--- src/rtl/speed_encoder_if.sv ---
// speed_encoder_if: groups the speed-encoder control and pin signals.
//   sq     : step period in ticks (0 = stopped), driven by the register side
//   dir    : direction, 0 = forward (A leads B), 1 = reverse
//   A, B   : quadrature phases
//   step   : one-cycle pulse on every A/B change
//   moving : latched period is nonzero
//   pos    : signed step count (zero unless the position counter is built)
// Modports: master = register side / bench, slave = encoder.
interface speed_encoder_if #(
    parameter int unsigned SQ_W  = 16,
    parameter int unsigned POS_W = 32
);
    logic [SQ_W-1:0]  sq;
    logic             dir;
    logic             A;
    logic             B;
    logic             step;
    logic             moving;
    logic [POS_W-1:0] pos;

    modport master (
        output sq,
        output dir,
        input  A,
        input  B,
        input  step,
        input  moving,
        input  pos
    );

    modport slave (
        input  sq,
        input  dir,
        output A,
        output B,
        output step,
        output moving,
        output pos
    );
endinterface

--- src/rtl/speed_encoder.sv ---
// speed_encoder: quadrature encoder emulator. Turns a step period (in prescaled
// ticks) and a direction bit into an A/B Gray-code pulse train.
// Ports:
//   clk : system clock
//   rst : asynchronous active-low reset
//   bus : speed_encoder_if.slave (sq, dir in; A, B, step, moving, pos out)
// Optional feature: define SPEED_POS_COUNTER_EN to build the signed up/down
// position counter on bus.pos; otherwise bus.pos is tied to zero.
module speed_encoder #(
    parameter int unsigned PRESCALE = 1,
    parameter int unsigned SQ_W     = 16,
    parameter int unsigned POS_W    = 32
) (
    input logic            clk,
    input logic            rst,
    speed_encoder_if.slave bus
);
    localparam int unsigned PresW = (PRESCALE > 1) ? $clog2(PRESCALE) : 1;
    localparam logic [PresW-1:0] PresMax = PresW'(PRESCALE - 1);

    logic [PresW-1:0] presc_q, presc_d;
    logic [SQ_W-1:0]  sq_l_q, sq_l_d;
    logic [SQ_W-1:0]  pcnt_q, pcnt_d;
    logic             a_q, a_d;
    logic             b_q, b_d;
    logic             step_q, step_d;
    logic             tick;
    logic             boundary;

    always_comb begin
        tick     = (presc_q == PresMax);
        presc_d  = tick ? '0 : presc_q + PresW'(1);
        boundary = tick && (sq_l_q != '0) && (pcnt_q == sq_l_q - SQ_W'(1));

        sq_l_d = sq_l_q;
        pcnt_d = pcnt_q;
        a_d    = a_q;
        b_d    = b_q;
        step_d = 1'b0;

        if (tick) begin
            if (sq_l_q == '0) begin
                // Stopped: keep polling sq so motion can restart.
                sq_l_d = bus.sq;
                pcnt_d = '0;
            end else if (boundary) begin
                sq_l_d = bus.sq;
                pcnt_d = '0;
                step_d = 1'b1;
                // Gray step: forward 00>10>11>01, reverse runs it backwards.
                if (bus.dir) begin
                    a_d = b_q;
                    b_d = ~a_q;
                end else begin
                    a_d = ~b_q;
                    b_d = a_q;
                end
            end else begin
                pcnt_d = pcnt_q + SQ_W'(1);
            end
        end
    end

    always_ff @(posedge clk or negedge rst) begin
        if (!rst) begin
            presc_q <= '0;
            sq_l_q  <= '0;
            pcnt_q  <= '0;
            a_q     <= 1'b0;
            b_q     <= 1'b0;
            step_q  <= 1'b0;
        end else begin
            presc_q <= presc_d;
            sq_l_q  <= sq_l_d;
            pcnt_q  <= pcnt_d;
            a_q     <= a_d;
            b_q     <= b_d;
            step_q  <= step_d;
        end
    end

    assign bus.A      = a_q;
    assign bus.B      = b_q;
    assign bus.step   = step_q;
    assign bus.moving = (sq_l_q != '0);

`ifdef SPEED_POS_COUNTER_EN
    logic [POS_W-1:0] pos_q, pos_d;

    always_comb begin
        pos_d = pos_q;
        if (boundary) begin
            pos_d = bus.dir ? pos_q - POS_W'(1) : pos_q + POS_W'(1);
        end
    end

    always_ff @(posedge clk or negedge rst) begin
        if (!rst) begin
            pos_q <= '0;
        end else begin
            pos_q <= pos_d;
        end
    end

    assign bus.pos = pos_q;
`else
    assign bus.pos = '0;
`endif
endmodule

--- src/flat_wrapper.sv ---
// flat-port wrapper written by rule: the top's interface ports become plain ports
module speed_encoder_flat 
#(
    parameter int unsigned PRESCALE = 1,
    parameter int unsigned SQ_W     = 16,
    parameter int unsigned POS_W    = 32
)
  (clk, rst, bus_sq, bus_dir, bus_A, bus_B, bus_step, bus_moving, bus_pos);
  speed_encoder_if #(.SQ_W(SQ_W), .POS_W(POS_W)) bus_i ();
  input logic clk;
  input logic rst;
  input wire logic [$bits(bus_i.sq)-1:0] bus_sq;
  input wire logic [$bits(bus_i.dir)-1:0] bus_dir;
  output wire logic [$bits(bus_i.A)-1:0] bus_A;
  output wire logic [$bits(bus_i.B)-1:0] bus_B;
  output wire logic [$bits(bus_i.step)-1:0] bus_step;
  output wire logic [$bits(bus_i.moving)-1:0] bus_moving;
  output wire logic [$bits(bus_i.pos)-1:0] bus_pos;
  assign bus_i.sq = bus_sq;
  assign bus_i.dir = bus_dir;
  assign bus_A = bus_i.A;
  assign bus_B = bus_i.B;
  assign bus_step = bus_i.step;
  assign bus_moving = bus_i.moving;
  assign bus_pos = bus_i.pos;
  speed_encoder #(.PRESCALE(PRESCALE), .SQ_W(SQ_W), .POS_W(POS_W)) u_core (.clk(clk), .rst(rst), .bus(bus_i));
endmodule
--- config.mk ---
export PLATFORM = sky130hd
export DESIGN_NAME = speed_encoder_flat
export DESIGN_NICKNAME = d
export VERILOG_FILES = /design/src/rtl/speed_encoder_if.sv /design/src/rtl/speed_encoder.sv /design/src/flat_wrapper.sv
export SDC_FILE = /design/constraint.sdc
export NUM_CORES = 1
export LEC_CHECK = 0
export BUFFER_PORTS_ARGS = -buffer_cell sky130_fd_sc_hd__buf_2
export CAP_MARGIN = 10
export CORE_ASPECT_RATIO = 1.75
export CORE_MARGIN = 2
export CORE_UTILIZATION = 45
export CTS_CLUSTER_SIZE = 14
export DETAILED_ROUTE_END_ITERATION = 16
export PLACE_DENSITY = 0.7
export RECOVER_POWER = 50
export SYNTH_ARGS = -nofsm -noshare
export SYNTH_HDL_FRONTEND = slang
export SYNTH_SLANG_ARGS = --single-unit
--- constraint.sdc ---
create_clock -name clk -period 4.4 [get_ports clk]
set_clock_uncertainty 0.1 [all_clocks]
set_input_delay 0.66 -clock clk [delete_from_list [all_inputs] [get_ports clk]]
set_output_delay 0.66 -clock clk [all_outputs]
set_load 0.05 [all_outputs]
# Word-level counts from Yosys, hierarchy flattened
# Index checks and enable logic that the tools add are counted.
# Widths: inputs -> output; s select.
[word_totals] ff_bits=36 latchBits=0 mem_bits_rw=0 rom_bits=0 in_bits=19 out_inout_bits=36 wordCells=31 mem_count=0
[op_classes] n_addsub=3 multipliers=0 div=0 order_cmp=0 eq_ne=1 shift=0 n_mux=10 bitwise_logic=4 reduce_logical=7
[op_table] operator="$mux 16" count=4
[op_table] operator="$add 16x1->16 const B" count=1
[op_table] operator="$eq 16x16->1" count=1
[op_table] operator="$logic_not 16->1" count=1
[op_table] operator="$reduce_bool 16->1" count=1
[op_table] operator="$sub 16x1->16 const B" count=1
[op_table] operator="$mux 1" count=6
[op_table] operator="$not 1->1" count=4
[op_table] operator="$reduce_and 3->1" count=1
[op_table] operator="$logic_and 1x1->1" count=2
[op_table] operator="$reduce_and 2->1" count=1
[op_table] operator="$reduce_bool 2->1" count=1
[op_table] operator="$add 1x1->1 const B" count=1

# Depth between registers and ports, before layout
[logic_depth] word_depth=6 ltp_mapped=12 ltp_nobuf=9

# Worst setup path before layout
# No wires, ideal clock.
[synth_path] kind="flip-flop to flip-flop" start="register u_core.sq_l_q[2]" end="register u_core.sq_l_q[10]" arrival_time_ns=3.206 required_time_ns=4.179 path_slack_ns=0.973 path_stages_with_launch=11 n_path_buf=3 period_less_slack_ns=3.427 cell_sequence="dfrtp_1 -> buf_6 -> or4_4 -> or2_4 -> or4_2 -> xnor2_1 -> or3_1 -> or4_1 -> buf_2 -> buf_6 -> a22o_2"
[synth_via] elab_chain_cells=5 elab_cells_between_ends=9 classes_between="add/sub (1); eq/ne (1); mux (1); reduce/logical (6)"
[synth_rtl] element="start, declared" line="speed_encoder.sv:22" source="logic [SQ_W-1:0] sq_l_q, sq_l_d;"
[synth_rtl] element="start signal, assigned" line="speed_encoder.sv:74" source="sq_l_q <= sq_l_d;"
[synth_rtl] element="$sub 16x1->16 or $reduce_bool 16->1 (tied branches)" line="speed_encoder.sv:33" source="boundary = tick && (sq_l_q != '0) && (pcnt_q == sq_l_q - SQ_W'(1));"
[synth_rtl] element="$eq 16x16->1 or $logic_and 1x1->1 (tied branches)" line="speed_encoder.sv:33"
[synth_rtl] element="$logic_and 1x1->1" line="speed_encoder.sv:33"
[synth_rtl] element="$reduce_bool 2->1 (no source line)"
[synth_rtl] element="$reduce_and 2->1 (no source line)"
# Parallel ways exist; a longest one is shown, timed or not.
# A chain may end at the register's enable or synchronous reset.

# Final worst setup path
[layout_path] start="register u_core.sq_l_q[2]" end="register u_core.pcnt_q[1]"
[layout_via] elab_chain_cells=5 elab_cells_between_ends=8 classes_between="add/sub (1); eq/ne (1); mux (2); reduce/logical (4)"
[layout_rtl] element="$sub 16x1->16 or $reduce_bool 16->1 (tied branches)" line="speed_encoder.sv:33"
[layout_rtl] element="$eq 16x16->1 or $logic_and 1x1->1 (tied branches)" line="speed_encoder.sv:33"
[layout_rtl] element="$logic_and 1x1->1" line="speed_encoder.sv:33"
[layout_rtl] element="$mux 16" line="speed_encoder.sv:46" source="end else if (boundary) begin"
[layout_rtl] element="$mux 16 *" line="speed_encoder.sv:42" source="if (sq_l_q == '0) begin"
[layout_rtl] element="end signal, assigned" line="speed_encoder.sv:75" source="pcnt_q <= pcnt_d;"
[layout_rtl] element="end, declared" line="speed_encoder.sv:23" source="logic [SQ_W-1:0] pcnt_q, pcnt_d;"
# Every way passes the cells marked *; elsewhere a longest branch is shown, timed or not.

==> flow_metrics.tcl <==
set metrics [dict create \
    status "complete, but fails checks" \
    violations "design-rule violations, max-capacitance violations, max-slew violations" \
    row_count 34 \
    dieArea_mm2 0.00583 \
    tightestPinTransition_ns 1.84 \
    first_global_vias 1643 \
    wl_met2_um 2550 \
    fin_crit_sh_pct 83.2 \
    rsz0062_at_grt "false" \
    final.setup.tns_ns 0 \
    die_h_um 99.5 \
    nNetsFinal 287 \
    maxCapViolations 1 \
    slew-limit-headroom_pct -22.5 \
    ir_drop_v 0.000247 \
    startpoint_type "register" \
    gr-total-overflow 0 \
    drive_gt1_share_pct 22.6 \
    placed_cell_area_mm2 0.00236 \
    rr_startpoint "u_core.sq_l_q[2]" \
    yosys_warnings 0 \
    cp_max_fo 14 \
    ys_seq_elements 35 \
    setup_viol 0 \
    startpoint "u_core.sq_l_q[2]" \
    core_mm2 0.00502 \
    numCtsBuffers 5 \
    ant_nets 0 \
    clk_transition_reported_paths_ns 0.07 \
    io_buffers 22 \
    vias 1697 \
    numPlacedInstances 313 \
    drt-met1-wl_um 1750 \
    cts.htree.levels 2 \
    grt_usage_pct 17.5 \
    grt_pass1_wl_um 7800 \
    finalHoldViolCount 0 \
    gp_congestion 0.957 \
    hp-class "register to register" \
    synth_edf_count 0 \
    grt_max_degree 36 \
    synthTopCellsByCount "dfrtp_1 (35), buf_4 (32), nor2_1 (26), xnor2_1 (26)" \
    io_pins 55 \
    hpwl_um 3620 \
    fmax_mhz 273 \
    drc 7 \
    wl_um 4640 \
    holdBufCountCts 0 \
    clock-sinks 35 \
    yosys-top-cells-area "dfrtp_1 (37%), buf_4 (10%), xnor2_1 (9.7%)" \
    yosysTopAreaCell "dfrtp_1" \
    drv_slew 36 \
    syn2layout_area_growth_pct 4.05 \
    initial_utilization_pct 46.8 \
    fin_crit_ns 3.66 \
    clk_latency_ns 0.28 \
    first_pass_iters 11 \
    cts_resized 0 \
    antenna_found_initial 0 \
    pwr_density_cell_mw_per_mm2 328 \
    ys.flop_type "dfrtp_1" \
    post_cts_buffers 0 \
    clockBufferDepth 2 \
    criticalPathCategory "register to register" \
    synth_area_mm2 0.00235 \
    worstPathArrival_ns 3.73 \
    leakagePower_nw 1.11 \
    die_width_um 58.6 \
    n_antenna_cell 0 \
    cts_tree "built" \
    syn_area_per_cell_um2 9.46 \
    synth_cell_types 48 \
    synth_most_common_cell "dfrtp_1" \
    endpoint_kind "register" \
    hp-start "u_core.pcnt_q[0]" \
    highest_layer "met4" \
    post-route-cell-area_mm2 0.00244 \
    synthArstFlopShare_pct 100 \
    ys_seq_area_share_pct 37.3 \
    wl_per_cell_um 14.5 \
    dr.first_iter.drc_count 43 \
    final_cells 320 \
    cp_data_required_time_ns 4.47 \
    yosysTopAreaCellShare_pct 37.3 \
    ctsRootBufferMaster "clkbuf_8" \
    wl_met3_um 199 \
    viasPerCell 5.30 \
    syn_inst 248 \
]
-- layer usage --
metal	vias up	GRT usage (%)
met2	55	31.4
li1	821	-
met1	810	19.8
met3	11	2.47
met5	-	0
met4	0	8.04
-- metrics by stage --
step	power, mW	setup WS (ns)	hold slack [ns]	utilization, %
2_1_floorplan	0.556	0.973	0.264	-
6_report	0.802	0.740	0.411	48.7
3_3_place_gp	0.571	0.785	0.395	47.0
4_1_cts	0.809	0.732	0.389	48.7
3_5_place_dp	0.575	0.746	0.399	47.0
5_1_grt	0.840	0.601	0.430	48.7
-- cell type report --
| class | count | area [µm²] |
|---|---|---|
| Clock buffer | 6 | 82.6 |
| Clock inverter | 1 | 5.00 |
| Fill cell | 468 | 2580 |
| Inverter | 5 | 18.8 |
| Multi-Input combinational cell | 194 | 1260 |
| Sequential cell | 35 | 876 |
| Tap cell | 54 | 67.6 |
| Timing Repair Buffer | 25 | 129 |
-- worst paths after layout --
| kind | cells past startpoint | slack (ns) | end |
|---|---|---|---|
| max | 7 | 0.74 | u_core.pcnt_q[1] |
| max in group asynchronous | 1 | 2.37 | u_core.sq_l_q[12] |
| min in group asynchronous | 1 | 0.77 | u_core.pcnt_q[7] |
| min | 1 | 0.41 | u_core.pcnt_q[0] |
| min reg2reg | 1 | 0.41 | u_core.pcnt_q[0] |
| max reg2reg | 7 | 0.74 | u_core.pcnt_q[1] |
-- logic make-up (layout without fill, tap and decap cells) --
family / after synthesis / after routing / share of synthesized area [%]
muxes: 5 / 5 / 2.40
and+or+nand+nor: 90 / 90 / 20.7
AOI/OAI and AO/OA: 26 / 26 / 9.81
adders and majority gates: 2 / 2 / 1.07
DFF: 35 / 35 / 37.3
other: 1 / 32 / 0.160
buffers and inverters: 50 / 37 / 14.0
xor gates and xnor gates: 39 / 39 / 14.6
-- registers in the layout (all words and copies together), names as in the netlist --
signal / flops
u_core.bus.B: 1
u_core.bus.A: 1
u_core.pcnt_q: 16
u_core.sq_l_q: 16
u_core.bus.step: 1
-- placed cells by master, fill, tap and decap left out, types with 2 or more instances in the layout --
cell type | Yosys | final
nand4_1 | 6 | 6
buf_2 | 3 | 19
o21ai_0 | 3 | 2
nand3_1 | 9 | 9
nor4_1 | 2 | 2
nor2_1 | 26 | 26
xnor2_1 | 26 | 26
or4_2 | 2 | 2
conb_1 | 1 | 32
xor2_1 | 13 | 13
buf_4 | 32 | 3
clkbuf_1 | 6 | 3
inv_1 | 5 | 5
dfrtp_1 | 35 | 35
ha_1 | 2 | 2
nand2_1 | 13 | 13
or4_4 | 2 | 2
a22o_2 | 13 | 13
a21o_2 | 2 | 2
clkbuf_8 | 0 | 6
mux2_2 | 5 | 5
and3_1 | 3 | 3
or2_2 | 3 | 3
or3_1 | 4 | 4
nor3_1 | 7 | 7
-- power by group --
group	internal [mW]	switching, mW	total (mW)
clock	0.123	0.110	0.232
sequential	0.346	0.0450	0.391
combinational	0.0613	0.117	0.178
total	0.530	0.271	0.802
-- worst max-delay path, cell delays in order (launching register included) --
cell     delay, ns
dfrtp_1       0.47
or4_4         0.56
or2_4         0.27
or4_2         0.62
xnor2_1       0.15
or3_1         0.35
or4_1         0.68
and3_2        0.33
(Power assumes the default switching activity.)
